--- src/rtl/sunflower_pkg.sv ---
// Shared definitions for the solar tracker sweep logic.
//   state_t        : sweep FSM encoding (IDLE / SWEEP / DONE)
//   ADC_W_DEFAULT  : default ADC sample width
//   clog2()        : index/counter width helper, never returns less than 1
package sunflower_pkg;

   localparam int ADC_W_DEFAULT = 12;

   typedef enum logic [1:0] {
      IDLE  = 2'd0,
      SWEEP = 2'd1,
      DONE  = 2'd2
   } state_t;

   // Width needed to hold values 0..n-1. It returns at least 1, so a single-channel
   // build still gets a real 1-bit index port.
   function automatic int clog2(input int n);
      int w;
      w = 0;
      while ((1 << w) < n) w++;
      if (w < 1) w = 1;
      return w;
   endfunction

endpackage

--- src/rtl/sweep_peak_tracker_if.sv ---
// Sample stream and result bus of the sweep peak tracker.
//   master : sweep source / supervisor (drives start, abort, sample_valid, sample, position)
//   slave  : sweep_peak_tracker (drives busy, done, peak_value, peak_ch, peak_pos, sample_count)
interface sweep_peak_tracker_if #(
   parameter int ADC_W       = sunflower_pkg::ADC_W_DEFAULT,
   parameter int NUM_CH      = 4,
   parameter int POS_W       = 9,
   parameter int NUM_SAMPLES = 360
);
   localparam int CH_W  = sunflower_pkg::clog2(NUM_CH);
   localparam int CNT_W = sunflower_pkg::clog2(NUM_SAMPLES + 1);

   logic                    start;
   logic                    abort;
   logic                    sample_valid;
   logic [NUM_CH*ADC_W-1:0] sample;
   logic [POS_W-1:0]        position;
   logic                    busy;
   logic                    done;
   logic [ADC_W-1:0]        peak_value;
   logic [CH_W-1:0]         peak_ch;
   logic [POS_W-1:0]        peak_pos;
   logic [CNT_W-1:0]        sample_count;

   modport master (
      output start, abort, sample_valid, sample, position,
      input  busy, done, peak_value, peak_ch, peak_pos, sample_count
   );

   modport slave (
      input  start, abort, sample_valid, sample, position,
      output busy, done, peak_value, peak_ch, peak_pos, sample_count
   );

endinterface

--- src/rtl/ch_argmax.sv ---
// Combinational NUM_CH-way unsigned maximum.
//   values    : channel c at [c*ADC_W +: ADC_W]
//   max_value : largest channel value
//   max_idx   : index of max_value; the lowest index wins a tie
module ch_argmax #(
   parameter int ADC_W  = 12,
   parameter int NUM_CH = 4,
   parameter int IDX_W  = 2
) (
   input  logic [NUM_CH*ADC_W-1:0] values,
   output logic [ADC_W-1:0]        max_value,
   output logic [IDX_W-1:0]        max_idx
);

   // A strict greater-than means a later channel that only ties the current
   // maximum cannot replace it.
   always_comb begin
      max_value = values[0 +: ADC_W];
      max_idx   = '0;
      for (int c = 1; c < NUM_CH; c++) begin
         if (values[c*ADC_W +: ADC_W] > max_value) begin
            max_value = values[c*ADC_W +: ADC_W];
            max_idx   = IDX_W'(c);
         end
      end
   end

endmodule

--- src/rtl/sweep_peak_tracker.sv ---
// Sequential peak finder for one solar tracker sweep of NUM_SAMPLES ADC samples.
// It records the largest reading, the channel it came from and the position at which it occurred.
//   clk, reset : rising-edge clock; reset is asynchronous and active-high
//   bus        : sweep_peak_tracker_if.slave
//                inputs : start, abort, sample_valid, sample, position
//                outputs: busy, done, peak_value, peak_ch, peak_pos, sample_count
// Optional build macro PEAK_TRACK_AVG_EN: each channel compares (cur + prev) >> 1
// instead of the raw sample. prev is the previous accepted sample of that channel.
//
// state | meaning
// IDLE  | waiting for start; results of the last sweep held
// SWEEP | accepting samples, tracking the running peak
// DONE  | one-cycle completion pulse, then back to IDLE
module sweep_peak_tracker
   import sunflower_pkg::*;
#(
   parameter int ADC_W       = ADC_W_DEFAULT,
   parameter int NUM_CH      = 4,
   parameter int POS_W       = 9,
   parameter int NUM_SAMPLES = 360
) (
   input  logic clk,
   input  logic reset,
   sweep_peak_tracker_if.slave bus
);

   localparam int CH_W  = clog2(NUM_CH);
   localparam int CNT_W = clog2(NUM_SAMPLES + 1);

   state_t                  state;
   state_t                  state_nxt;
   logic [CNT_W-1:0]        cnt;
   logic [ADC_W-1:0]        peak_value;
   logic [CH_W-1:0]         peak_ch;
   logic [POS_W-1:0]        peak_pos;
   logic [NUM_CH*ADC_W-1:0] eff;
   logic [ADC_W-1:0]        cyc_max;
   logic [CH_W-1:0]         cyc_idx;
   logic                    sweep_start;
   logic                    accept;
   logic                    last_sample;

   // abort wins over a sample in the same cycle, so that sample is never counted.
   assign sweep_start = (state == IDLE) && bus.start;
   assign accept      = (state == SWEEP) && bus.sample_valid && !bus.abort;
   assign last_sample = accept && (cnt == CNT_W'(NUM_SAMPLES - 1));

`ifdef PEAK_TRACK_AVG_EN
   logic [NUM_CH*ADC_W-1:0] prev;
   logic [ADC_W:0]          avg_sum [NUM_CH];

   // The first sample of a sweep has no predecessor and is used unchanged.
   always_comb begin
      eff = bus.sample;
      for (int c = 0; c < NUM_CH; c++) begin
         avg_sum[c] = {1'b0, bus.sample[c*ADC_W +: ADC_W]} + {1'b0, prev[c*ADC_W +: ADC_W]};
         if (cnt != '0) eff[c*ADC_W +: ADC_W] = avg_sum[c][ADC_W:1];
      end
   end

   always_ff @(posedge clk or posedge reset) begin
      if (reset) begin
         prev <= '0;
      end else if (sweep_start) begin
         prev <= '0;
      end else if (accept) begin
         prev <= bus.sample;
      end
   end
`else
   assign eff = bus.sample;
`endif

   ch_argmax #(
      .ADC_W  (ADC_W),
      .NUM_CH (NUM_CH),
      .IDX_W  (CH_W)
   ) u_argmax (
      .values    (eff),
      .max_value (cyc_max),
      .max_idx   (cyc_idx)
   );

   always_ff @(posedge clk or posedge reset) begin
      if (reset) begin
         state <= IDLE;
      end else begin
         state <= state_nxt;
      end
   end

   always_comb begin
      state_nxt = state;
      bus.busy  = 1'b0;
      bus.done  = 1'b0;
      case (state)
         IDLE: begin
            if (bus.start) state_nxt = SWEEP;
         end
         SWEEP: begin
            bus.busy = 1'b1;
            if (bus.abort)       state_nxt = IDLE;
            else if (last_sample) state_nxt = DONE;
         end
         DONE: begin
            bus.done  = 1'b1;
            state_nxt = IDLE;
         end
         default: state_nxt = IDLE;
      endcase
   end

   // The counter cannot run past NUM_SAMPLES: the sweep leaves SWEEP on the final accept.
   always_ff @(posedge clk or posedge reset) begin
      if (reset) begin
         cnt        <= '0;
         peak_value <= '0;
         peak_ch    <= '0;
         peak_pos   <= '0;
      end else if (sweep_start) begin
         cnt        <= '0;
         peak_value <= '0;
         peak_ch    <= '0;
         peak_pos   <= '0;
      end else if (accept) begin
         cnt <= cnt + 1'b1;
         if (cyc_max > peak_value) begin
            peak_value <= cyc_max;
            peak_ch    <= cyc_idx;
            peak_pos   <= bus.position;
         end
      end
   end

   assign bus.peak_value   = peak_value;
   assign bus.peak_ch      = peak_ch;
   assign bus.peak_pos     = peak_pos;
   assign bus.sample_count = cnt;

endmodule

--- src/flat_wrapper.sv ---
// flat-port wrapper written by rule: the top's interface ports become plain ports
module sweep_peak_tracker_flat import sunflower_pkg::*;
#(
   parameter int ADC_W       = ADC_W_DEFAULT,
   parameter int NUM_CH      = 4,
   parameter int POS_W       = 9,
   parameter int NUM_SAMPLES = 360
)
  (clk, reset, bus_start, bus_abort, bus_sample_valid, bus_sample, bus_position, bus_busy, bus_done, bus_peak_value, bus_peak_ch, bus_peak_pos, bus_sample_count);
  sweep_peak_tracker_if #(.ADC_W(ADC_W), .NUM_CH(NUM_CH), .POS_W(POS_W), .NUM_SAMPLES(NUM_SAMPLES)) bus_i ();
  input  logic clk;
  input  logic reset;
  input wire logic [$bits(bus_i.start)-1:0] bus_start;
  input wire logic [$bits(bus_i.abort)-1:0] bus_abort;
  input wire logic [$bits(bus_i.sample_valid)-1:0] bus_sample_valid;
  input wire logic [$bits(bus_i.sample)-1:0] bus_sample;
  input wire logic [$bits(bus_i.position)-1:0] bus_position;
  output wire logic [$bits(bus_i.busy)-1:0] bus_busy;
  output wire logic [$bits(bus_i.done)-1:0] bus_done;
  output wire logic [$bits(bus_i.peak_value)-1:0] bus_peak_value;
  output wire logic [$bits(bus_i.peak_ch)-1:0] bus_peak_ch;
  output wire logic [$bits(bus_i.peak_pos)-1:0] bus_peak_pos;
  output wire logic [$bits(bus_i.sample_count)-1:0] bus_sample_count;
  assign bus_i.start = bus_start;
  assign bus_i.abort = bus_abort;
  assign bus_i.sample_valid = bus_sample_valid;
  assign bus_i.sample = bus_sample;
  assign bus_i.position = bus_position;
  assign bus_busy = bus_i.busy;
  assign bus_done = bus_i.done;
  assign bus_peak_value = bus_i.peak_value;
  assign bus_peak_ch = bus_i.peak_ch;
  assign bus_peak_pos = bus_i.peak_pos;
  assign bus_sample_count = bus_i.sample_count;
  sweep_peak_tracker #(.ADC_W(ADC_W), .NUM_CH(NUM_CH), .POS_W(POS_W), .NUM_SAMPLES(NUM_SAMPLES)) u_core (.clk(clk), .reset(reset), .bus(bus_i));
endmodule
--- config.mk ---
export PLATFORM = sky130hd
export DESIGN_NAME = sweep_peak_tracker_flat
export DESIGN_NICKNAME = d
export VERILOG_FILES = /design/src/rtl/sunflower_pkg.sv /design/src/rtl/sweep_peak_tracker_if.sv /design/src/rtl/ch_argmax.sv /design/src/rtl/sweep_peak_tracker.sv /design/src/flat_wrapper.sv
export SDC_FILE = /design/constraint.sdc
export NUM_CORES = 1
export LEC_CHECK = 0
export ABC_CLOCK_PERIOD_IN_PS = 2250
export CAP_MARGIN = 15
export CORE_AREA = 8 8 99 101
export CTS_BUF_LIST = sky130_fd_sc_hd__clkbuf_8
export DETAILED_ROUTE_END_ITERATION = 12
export DIE_AREA = 0 0 107 109
export PLACE_DENSITY = 0.76
export SYNTH_ARGS = -nofsm -noshare
export SYNTH_HDL_FRONTEND = slang
export SYNTH_HIERARCHICAL = 1
export SYNTH_SLANG_ARGS = --single-unit
--- constraint.sdc ---
create_clock -name clk -period 2.25 [get_ports clk]
set_input_delay 0.45 -clock clk [delete_from_list [all_inputs] [get_ports clk]]
set_output_delay 0.45 -clock clk [all_outputs]
set_load 0.01 [all_outputs]
==> results of run 1 <==
## cell families (layout without fill, tap and decap cells)
| kind of cell | Yosys count | in the layout | share of synthesized area (%) |
|---|---|---|---|
| compound gates | 67 | 67 | 15.6 |
| xor+xnor | 8 | 8 | 2.17 |
| fa+ha+maj | 49 | 49 | 19.0 |
| buf+inv | 43 | 231 | 6.35 |
| flops | 34 | 34 | 26.3 |
| mux | 36 | 36 | 12.0 |
| simple gates | 118 | 119 | 18.6 |
## path summary, 6_finish.rpt
kind / from / to / slack [ns] / cells after the start
setup reg to reg: u_core/bus.peak_value[1] / u_core/bus.peak_pos[7] / 0.05 / 8
setup / recovery: bus_sample[1] / u_core/bus.peak_pos[7] / -4.16 / 31
min in group clk: u_core/bus.sample_count[8] / u_core/bus.sample_count[8] / 0.58 / 2
hold / removal: reset / u_core/bus.peak_value[5] / 0.57 / 3
hold reg to reg: u_core/bus.sample_count[8] / u_core/bus.sample_count[8] / 0.58 / 2
max in group asynchronous: reset / u_core/bus.sample_count[2] / 1.37 / 3
## registers in the layout, indices dropped and copies added (netlist names)
register,cells
u_core/bus.sample_count,9
u_core/bus.peak_ch,2
u_core/bus.peak_pos,9
u_core/bus.peak_value,12
u_core/state,2
## critical path, delay by kind of cell
family                     cells  cell delay, ns
AOI/OAI and AO/OA             13            3.07
adders and majority gates      4            1.00
buffers and inverters          7            0.90
and+or+nand+nor                5            0.62
muxes                          2            0.54
## metrics by stage
stage               worst slack [ns]  hold slack (ns)  util [%]  total power [mW]  std cells
floorplan                      -3.85            0.578         -              2.30        355
CTS                            -3.98            0.579      67.7              4.28        644
global placement               -4.71            0.539      59.8              3.23        621
finish                         -4.16            0.575      68.1              4.44        652
global route                   -4.38            0.615      68.1              4.76        652
detailed placement             -4.96            0.564      59.8              3.33        621
## report_power, final
part           leakage [nW]  total (mW)  internal [mW]  switching (mW)
combinational          2.05        3.14           1.70            1.44
sequential            0.461       0.854          0.760          0.0941
clock                0.0524       0.449          0.242           0.207
total                  2.56        4.44           2.70            1.74
## repair_timing
action | in CTS | in global routing
setup buffers | 10 | 13
cloned | 5 | 0
pin swaps | 24 | 29
gates resized for setup | 123 | 66
setup endpoints to repair | 23 | 23
## cell type report
| cell class | count | area [sq um] |
|---|---|---|
| Clock buffer | 6 | 82.6 |
| Multi-Input combinational cell | 279 | 2800 |
| Sequential cell | 34 | 851 |
| Tap cell | 108 | 135 |
| Fill cell | 628 | 2680 |
| Timing Repair Buffer | 194 | 1710 |
| Inverter | 29 | 121 |
| Clock inverter | 2 | 8.76 |
## synth_stat cells (2+ instances only)
library cell	count	area (sq um)
and3_1	3	18.8
nor2_1	44	165
mux2_2	3	33.8
nor3_1	13	65.1
nand2b_1	3	18.8
ha_1	49	613
a21oi_1	22	110
a21o_2	6	52.6
a211oi_2	2	25.0
a211o_1	2	17.5
mux2i_1	14	140
dfrtp_1	34	851
mux2_1	19	214
nand3_1	3	15.0
o211ai_1	6	45.0
xnor2_1	3	26.3
o31ai_1	2	15.0
a211oi_1	9	67.6
buf_4	3	22.5
a31oi_4	2	42.5
buf_2	5	25.0
nand2_1	13	48.8
xor2_1	5	43.8
and4_1	3	26.3
nand4_1	13	81.3
a21o_1	7	52.6
o21ai_0	4	20.0
inv_1	29	109
nor2b_1	17	106
buf_6	2	22.5
clkbuf_1	3	11.3
## per-layer routing
metal	share of wire [%]	wire length, um	vias to the layer above	GRT usage (%)
li1	-	-	1645	-
met1	38	4280	1642	19.7
met2	52	5780	125	34.5
met3	6.3	702	32	4.37
met4	3.8	425	0	8.54
met5	0	0	-	0
==> out/results.tsv, run 1 <==
metric	value	unit
cts_buffer_depth	2	
cp.required	2.41	ns
grt_pass1_vias	3728	
dieArea	11700	sq um
yosysSeqAreaShare	26.3	%
wirelength	11200	um
grt_setup_unrepaired	yes	
ir_drop	0.292	mV
placed_area	5010	sq um
synth_nets	466	
avgSynthCellArea	9.10	sq um
slowest_stage	o31ai_4	
wl_per_cell	17.2	um
num_rows	34	
vias_per_cell	5.28	
ys_types	43	
relSlewSlack	71.1	%
drv_cap	0	
ioPinCount	96	
cts_tree	yes	
clock_sinks	34	
grt_pass1_wl	17700	um
hold_viol_final	0	
status	finished with violations	
synth.cell_area	3230	sq um
drive_gt1_share	45.4	%
cp_max_fo	7	
drtAntennaViolNets	0	
stdcell_area	5700	sq um
cts_hold_buf	0	
num_vias	3444	
fmax	0.156	GHz
tightest_slew	0.433	ns
nets	654	
slowest_delay	0.38	ns
critPathKind	input pin to register	
setup_ws	-4.16	ns
setup_viol	23	
endpoint_kind	register	
die_h	109	um
dp_hpwl	8040	um
fp.dieW	107	um
grtUsageTotal	18.6	%
grt_overflow	0	
syn2layout_area_growth	76.5	%
drc	0	
grt_max_degree	35	
ys_warn_count	6	
slew_violations	0	
async_flop_share	100	%
numPortBuffers	95	
startpoint_type	input pin	
worstPathArrival	6.57	ns
hold_class	input pin to asynchronous set/reset pin	
synth_edf_count	0	
htree_levels	2	
fin_skew	0.00691	ns
p_leak	2.56	nW
globalplace.congestion	0.849	
diodes	0	
final_common_cell	buf_4	
fp.coreArea	8380	sq um
ys_seq_elements	34	
period_minus_slack	6.41	ns
ys.flop_type	dfrtp_1	
period_share	285	%
power_density	779	nW/um^2
cts_buffers	5	
clk_pin_slew_worst_paths	0.06	ns
first_iter_violations	162	
antenna_found_initial	0	
root_buffer	clkbuf_8	
firstDrtPassIters	4	
syn_inst	355	
mostFrequentLayoutCells	buf_4, clkdlybuf4s50_1, nor2_1, dfrtp_1, ha_1	
initial_core_util	38.6	%
violations	negative setup slack	
clock_latency	0.28	ns
finalSetupTns	-95.26	ns
(Power assumes the default switching activity.)
==> run 2: changes to the inputs <==
- ABC_AREA: not set -> 1
- CORE_AREA: 8 8 99 101 -> 8 8 96 98
- DIE_AREA: 0 0 107 109 -> 0 0 104 106
- PLACE_DENSITY: 0.76 -> 0.87
==> run 2 against run 1 <==
The flow still finishes with violations (negative setup slack). Die area fell by 5.5%. Utilization rose by 20 points. Final cell count is 30% higher. Critical path type unchanged. Largest power group unchanged.
==> out/results.tsv, run 2 <==
metric	value	unit	change
slowest_stage	ha_1		
cpMostUsedCell	nand2_1		
avgSynthCellArea	7.12	sq um	-22%
ys_top_cells_by_count	nand2_1, inv_1, nand3_1		
synth_edf_count	0		unchanged
syn_inst	526		+48%
p_comb_share	75.1	%	+4.4 points
diodes	0		unchanged
grt_pass1_vias	5168		+39%
hold_class	register to register		
fp.dieW	104	um	-2.8%
clk_pin_slew_worst_paths	0.07	ns	about the same
hold_ws	0.534	ns	-0.0408 ns
p_leak	3.36	nW	+31%
final_common_cell	buf_4		
hold_viol_final	0		unchanged
mostFrequentLayoutCells	buf_4, nand2_1, clkdlybuf4s50_1, nand2_2, inv_1		
endpoint_kind	register		
cp.required	2.47	ns	+0.06 ns
drive_gt1_share	54.1	%	+8.7 points
cts_buffers	5		unchanged
sw_frac_of_total	46.3	%	+7.2 points
startpoint_type	input pin		
wl_per_cell	21.2	um	+24%
slowest_delay	0.38	ns	about the same
ys_seq_elements	34		unchanged
async_flop_share	100	%	unchanged
grt_setup_unrepaired	yes		
num_rows	33		-2.9%
synth.area.top_cells	dfrtp_1, ha_1, nand2_1		
dp_cells	812		+31%
finalNonFillerCells	848		+30%
dieArea	11000	sq um	-5.5%
fmax	0.177	GHz	+13%
ir_drop	0.444	mV	+52%
tightest_slew	0.664	ns	+0.231 ns
worst-path-buf-inv	10		+3
drtAntennaViolNets	0		unchanged
firstDrtPassIters	5		+1
power_density	797	nW/um^2	+2.3%
htree_levels	2		unchanged
setup_ws	-3.40	ns	+0.762 ns
p_switching	2.55	mW	+46%
fin_total_pwr	5.50	mW	+24%
grt_overflow	0		unchanged
status	finished with violations		
dp_hpwl	9720	um	+21%
initial_core_util	47.8	%	+9.2 points
synth_top_area_share	22.7	%	-3.6 points
yosysSeqAreaShare	22.7	%	-3.6 points
vias_per_cell	5.89		+12%
largest_register_ffs	12		unchanged
nets	853		+30%
syn2layout_area_growth	84.1	%	
synth.cell_area	3750	sq um	+16%
critPathKind	input pin to register		
p_seq_share	16.4	%	-2.8 points
antenna_found_initial	0		unchanged
cts_buffer_depth	2		unchanged
clock_sinks	34		unchanged
setup_viol	23		unchanged
worstPathArrival	5.87	ns	-0.70 ns
violations	negative setup slack		
first_iter_violations	311		+92%
root_buffer	clkbuf_8		
numPortBuffers	95		unchanged
grtUsageTotal	26.5	%	+7.9 points
top_register	u_core/bus.peak_value		
slew_violations	0		unchanged
relSlewSlack	55.7	%	-15 points
finalSetupTns	-77.37	ns	+17.89 ns
drv_cap	0		unchanged
ys_types	33		-23%
p_int	2.95	mW	+9.1%
clock_latency	0.29	ns	about the same
fin_skew	0.00235	ns	-0.00456 ns
ys.flop_type	dfrtp_1		
die_h	106	um	-2.8%
yosysMostFrequentCell	nand2_1		
crit_family	simple AND/OR/NAND/NOR gates		
cts_tree	yes		
period_share	251	%	-34 points
globalplace.congestion	0.898		+5.8%
synth_nets	637		+37%
num_vias	4995		+45%
synth_largest_area_cell	dfrtp_1		
grt_pass1_wl	24200	um	+37%
period_minus_slack	5.65	ns	-0.762 ns
fp.coreArea	7850	sq um	-6.4%
drc	0		unchanged
clockPowerShare	8.5	%	-1.6 points
cp_max_fo	8		+1
ys_warn_count	6		unchanged
ioPinCount	96		unchanged
grt_max_degree	20		-43%
wirelength	18000	um	+61%
-- run 2: cell count changes in the layout (fill, tap and decap cells not counted), moves of 18 or more --
cell / delta
nand2_1: +72
nand2_2: +68
nand3_2: +55
nor2_1: -23
nand2_4: +18
buf_4: +18
nand3_1: +25
mux2_4: -22
inv_1: +36
clkbuf_2: -19
-- run 2: power by group through the flow --
stage | sequential, mW | clock [mW] | combinational (mW)
after CTS | 0.890 | 0.465 | 3.40
final | 0.901 | 0.466 | 4.13
after global routing | 0.915 | 0.496 | 4.35
after detailed placement | 0.896 | 0 | 2.68
after global placement | 0.886 | 0 | 2.53
after floorplan | 0.927 | 0 | 1.53
-- run 2: timing repair --
action,in CTS,in global routing
gates cloned,7,0
pin swaps,50,42
endpoints found under the setup margin,23,23
hold buffers,0,0
buffers inserted,14,8
resized for setup,217,85
endpoints found under the hold margin,0,0
-- run 2: final cells by class --
cell class,instances,area (sq um)
Timing Repair Buffer,222,2040
Tap cell,105,131
Fill cell,346,948
Multi-Input combinational cell,389,3390
Inverter,90,394
Sequential cell,34,851
Clock buffer,6,82.6
Clock inverter,2,8.76
-- run 2: worst register-to-register path: cells and delay by family (launching register included) --
kind / cells / cell delay, ns
buffers and inverters: 3 / 0.33
adder cells (fa/ha/maj): 1 / 0.30
AND/OR/NAND/NOR: 8 / 0.75
flip-flops: 1 / 0.43
-- run 2: logic make-up after synthesis --
family	synth area share [%]
buffers and inverters	13.1
AND/OR/NAND/NOR	42.5
flip-flops	22.7
adder cells (fa/ha/maj)	16.4
AO/OA/AOI/OAI	4.84
XOR/XNOR	0.468
-- run 2: final timing paths --
kind                                     startpoint                    endpoint  slack, ns  cells after the start
setup / recovery                      bus_sample[7]   u_core/bus.peak_value[10]      -3.40                     44
hold / removal               u_core/bus.peak_pos[3]      u_core/bus.peak_pos[3]       0.53                      2
setup reg to reg           u_core/bus.peak_value[2]   u_core/bus.peak_value[10]       0.37                     12
hold reg to reg              u_core/bus.peak_pos[3]      u_core/bus.peak_pos[3]       0.53                      2
max in group asynchronous                     reset  u_core/bus.sample_count[4]       1.16                      3
min in group asynchronous                     reset      u_core/bus.peak_pos[5]       0.56                      2
-- run 2: routing by layer --
metal | GRT usage, % | wire (um) | share of wire [%] | vias up
met5 | 0 | 0 | 0 | -
met4 | 19.6 | 1260 | 7.0 | 0
met3 | 5.69 | 1590 | 8.8 | 125
met2 | 50.7 | 9060 | 50 | 399
met1 | 24.4 | 6080 | 34 | 2337
li1 | - | - | - | 2134
-- run 2: per-stage QoR --
stage               area, sq um  worst slack (ns)  util, %
floorplan                  4000             -2.43        -
global placement           5750             -3.38     73.2
detailed placement         5750             -3.71     73.2
CTS                        6480             -2.71     82.6
global route               6900             -3.51     87.9
finish                     6900             -3.40     87.9
==> run 3: changes to the inputs <==
- CORE_AREA: 8 8 96 98 -> 8 8 113 115
- CTS_CLUSTER_DIAMETER: not set -> 200
- DIE_AREA: 0 0 104 106 -> 0 0 121 123
- PLACE_DENSITY: 0.87 -> 0.66
==> run 3 against run 2 <==
The run still ends with negative setup slack left. Combinational power hardly changed. Non-clock buffer count grew 13. Hold slack got worse by 0.015 ns. Largest cell class unchanged. Critical endpoint is now u_core/bus.peak_pos[2]. Highest routed layer unchanged. Critical path type unchanged. Clock-buffer cell count shrank 1.
==> out/results.tsv, run 3 (synthesis results as in run 2) <==
metric	value	unit	change
power_density	781	nW/um^2	-2.0%
root_buffer	clkbuf_8		
drc	0		unchanged
globalplace.congestion	0.932		+3.7%
wl_per_cell	14.9	um	-30%
worstPathArrival	5.17	ns	-0.70 ns
antenna_found_initial	0		unchanged
stdcell_area	6970	sq um	+1.1%
grt_pass1_wl	20500	um	-15%
drive_gt1_share	54.4	%	+0.26 points
cts_tree	yes		
clock_latency	0.28	ns	about the same
diodes	0		unchanged
fin_total_pwr	5.45	mW	-0.92%
dp_hpwl	9530	um	-1.9%
top_register	u_core/bus.peak_value		
wirelength	13400	um	-26%
nets	867		+1.6%
syn2layout_area_growth	86.1	%	
drtAntennaViolNets	0		unchanged
r2r_cells	10		-2
fp.coreArea	11100	sq um	+41%
min-delay-start	u_core/bus.peak_pos[1]		
slew_violations	0		unchanged
die_h	123	um	+16%
cpMostUsedCell	nand2_1		
hold_viol_final	0		unchanged
mostFrequentLayoutCells	buf_4, nand2_1, nand2_2, clkdlybuf4s50_1, inv_1		
r2r_start	u_core/bus.peak_value[7]		
largest_register_ffs	12		unchanged
hold_class	register to register		
r2r_end	u_core/bus.peak_value[7]		
final_common_cell	buf_4		
cp.required	2.42	ns	-0.05 ns
endpoint_kind	register		
num_vias	4331		-13%
slowest_delay	0.26	ns	-0.12 ns
firstDrtPassIters	4		-1
cp_max_fo	7		-1
cts_hold_buf	0		unchanged
slowest_stage	ha_4		
initial_core_util	33.8	%	-14 points
grt_overflow	0		unchanged
grt_max_degree	35		+75%
placed_area	5820	sq um	+1.3%
grt_setup_unrepaired	yes		
period_minus_slack	5.01	ns	-0.645 ns
relSlewSlack	71.0	%	+15 points
period_share	223	%	-29 points
grt_pass1_vias	4525		-12%
setup_ws	-2.76	ns	+0.645 ns
htree_levels	2		unchanged
fillers	910		+160%
violations	negative setup slack		
min_to	u_core/bus.peak_pos[1]		
drv_cap	0		unchanged
dieArea	14900	sq um	+35%
startpoint_type	input pin		
ioPinCount	96		unchanged
fmax	0.200	GHz	+13%
rrSetupSlack	0.39	ns	+0.02 ns
fin_skew	0.00614	ns	+0.00379 ns
p_leak	3.37	nW	+0.27%
holdPathStages	2		unchanged
num_rows	39		+18%
critPathKind	input pin to register		
grtUsageTotal	16.4	%	-10 points
clk_pin_slew_worst_paths	0.06	ns	about the same
ir_drop	0.480	mV	+8.0%
fp.dieW	121	um	+16%
cts_buffers	5		unchanged
clock_sinks	34		unchanged
setup_viol	23		unchanged
numPortBuffers	95		unchanged
cts_buffer_depth	2		unchanged
first_iter_violations	229		-26%
tightest_slew	0.435	ns	-0.229 ns
vias_per_cell	4.82		-18%
status	finished with violations		
==> run 3: critical path: cells and delay by family <==
kind | cells | cell delay [ns]
AO/OA/AOI/OAI | 2 | 0.24
adder cells (fa/ha/maj) | 4 | 0.74
buffers and inverters | 14 | 1.33
AND/OR/NAND/NOR | 27 | 2.39
==> run 3: metrics by stage <==
| stage | hold slack, ns | utilization, % | worst slack (ns) | TNS [ns] | instances |
|---|---|---|---|---|---|
| 2_1_floorplan | 0.548 | - | -2.43 | -55.35 | 526 |
| 3_3_place_gp | 0.502 | 52.5 | -3.42 | -78.37 | 857 |
| 3_5_place_dp | 0.509 | 52.5 | -3.55 | -81.14 | 857 |
| 4_1_cts | 0.524 | 59.1 | -2.66 | -60.85 | 894 |
| 5_1_grt | 0.552 | 63.0 | -2.97 | -67.41 | 899 |
| 6_report | 0.519 | 63.0 | -2.76 | -62.18 | 899 |
==> run 3: timing repair <==
item	4_1_cts	5_1_grt
setup endpoints to repair	23	23
gates resized for setup	181	100
pin swaps	39	41
cloned	8	0
setup buffers	22	7
==> run 3: worst max path at each step <==
stage                                endpoint           start
finish                 u_core/bus.peak_pos[2]   bus_sample[7]
global route           u_core/bus.peak_pos[2]   bus_sample[7]
CTS                    u_core/bus.peak_pos[1]  bus_sample[10]
detailed placement     u_core/bus.peak_pos[2]  bus_sample[11]
global placement    u_core/bus.peak_value[11]   bus_sample[9]
floorplan               u_core/bus.peak_ch[0]   bus_sample[3]
==> run 3: final cells by class <==
| type | instances | area (sq um) | share of cell area [%] |
|---|---|---|---|
| inverters | 90 | 394 | 5.65 |
| repair buffers | 235 | 2060 | 29.5 |
| flip-flops and latches | 34 | 851 | 12.2 |
| clock buffers | 5 | 68.8 | 0.987 |
| well taps | 143 | 179 | 2.57 |
| clock inverters | 2 | 7.51 | 0.108 |
| multi-input cells | 389 | 3410 | 48.9 |
| repair inverters | 1 | 7.51 | 0.108 |
==> run 3: metal layers <==
metal | up-vias | global-route usage [%] | part of all wire, %
li1 | 2155 | - | -
met1 | 2030 | 18.1 | 40
met2 | 130 | 31.0 | 53
met3 | 16 | 3.33 | 5.5
met4 | 0 | 4.45 | 1.5
met5 | - | 0 | 0
==> run 3: power breakdown <==
group          internal, mW  switching (mW)  total [mW]
sequential            0.746           0.147       0.893
clock                 0.204           0.212       0.415
combinational          2.14            1.99        4.14
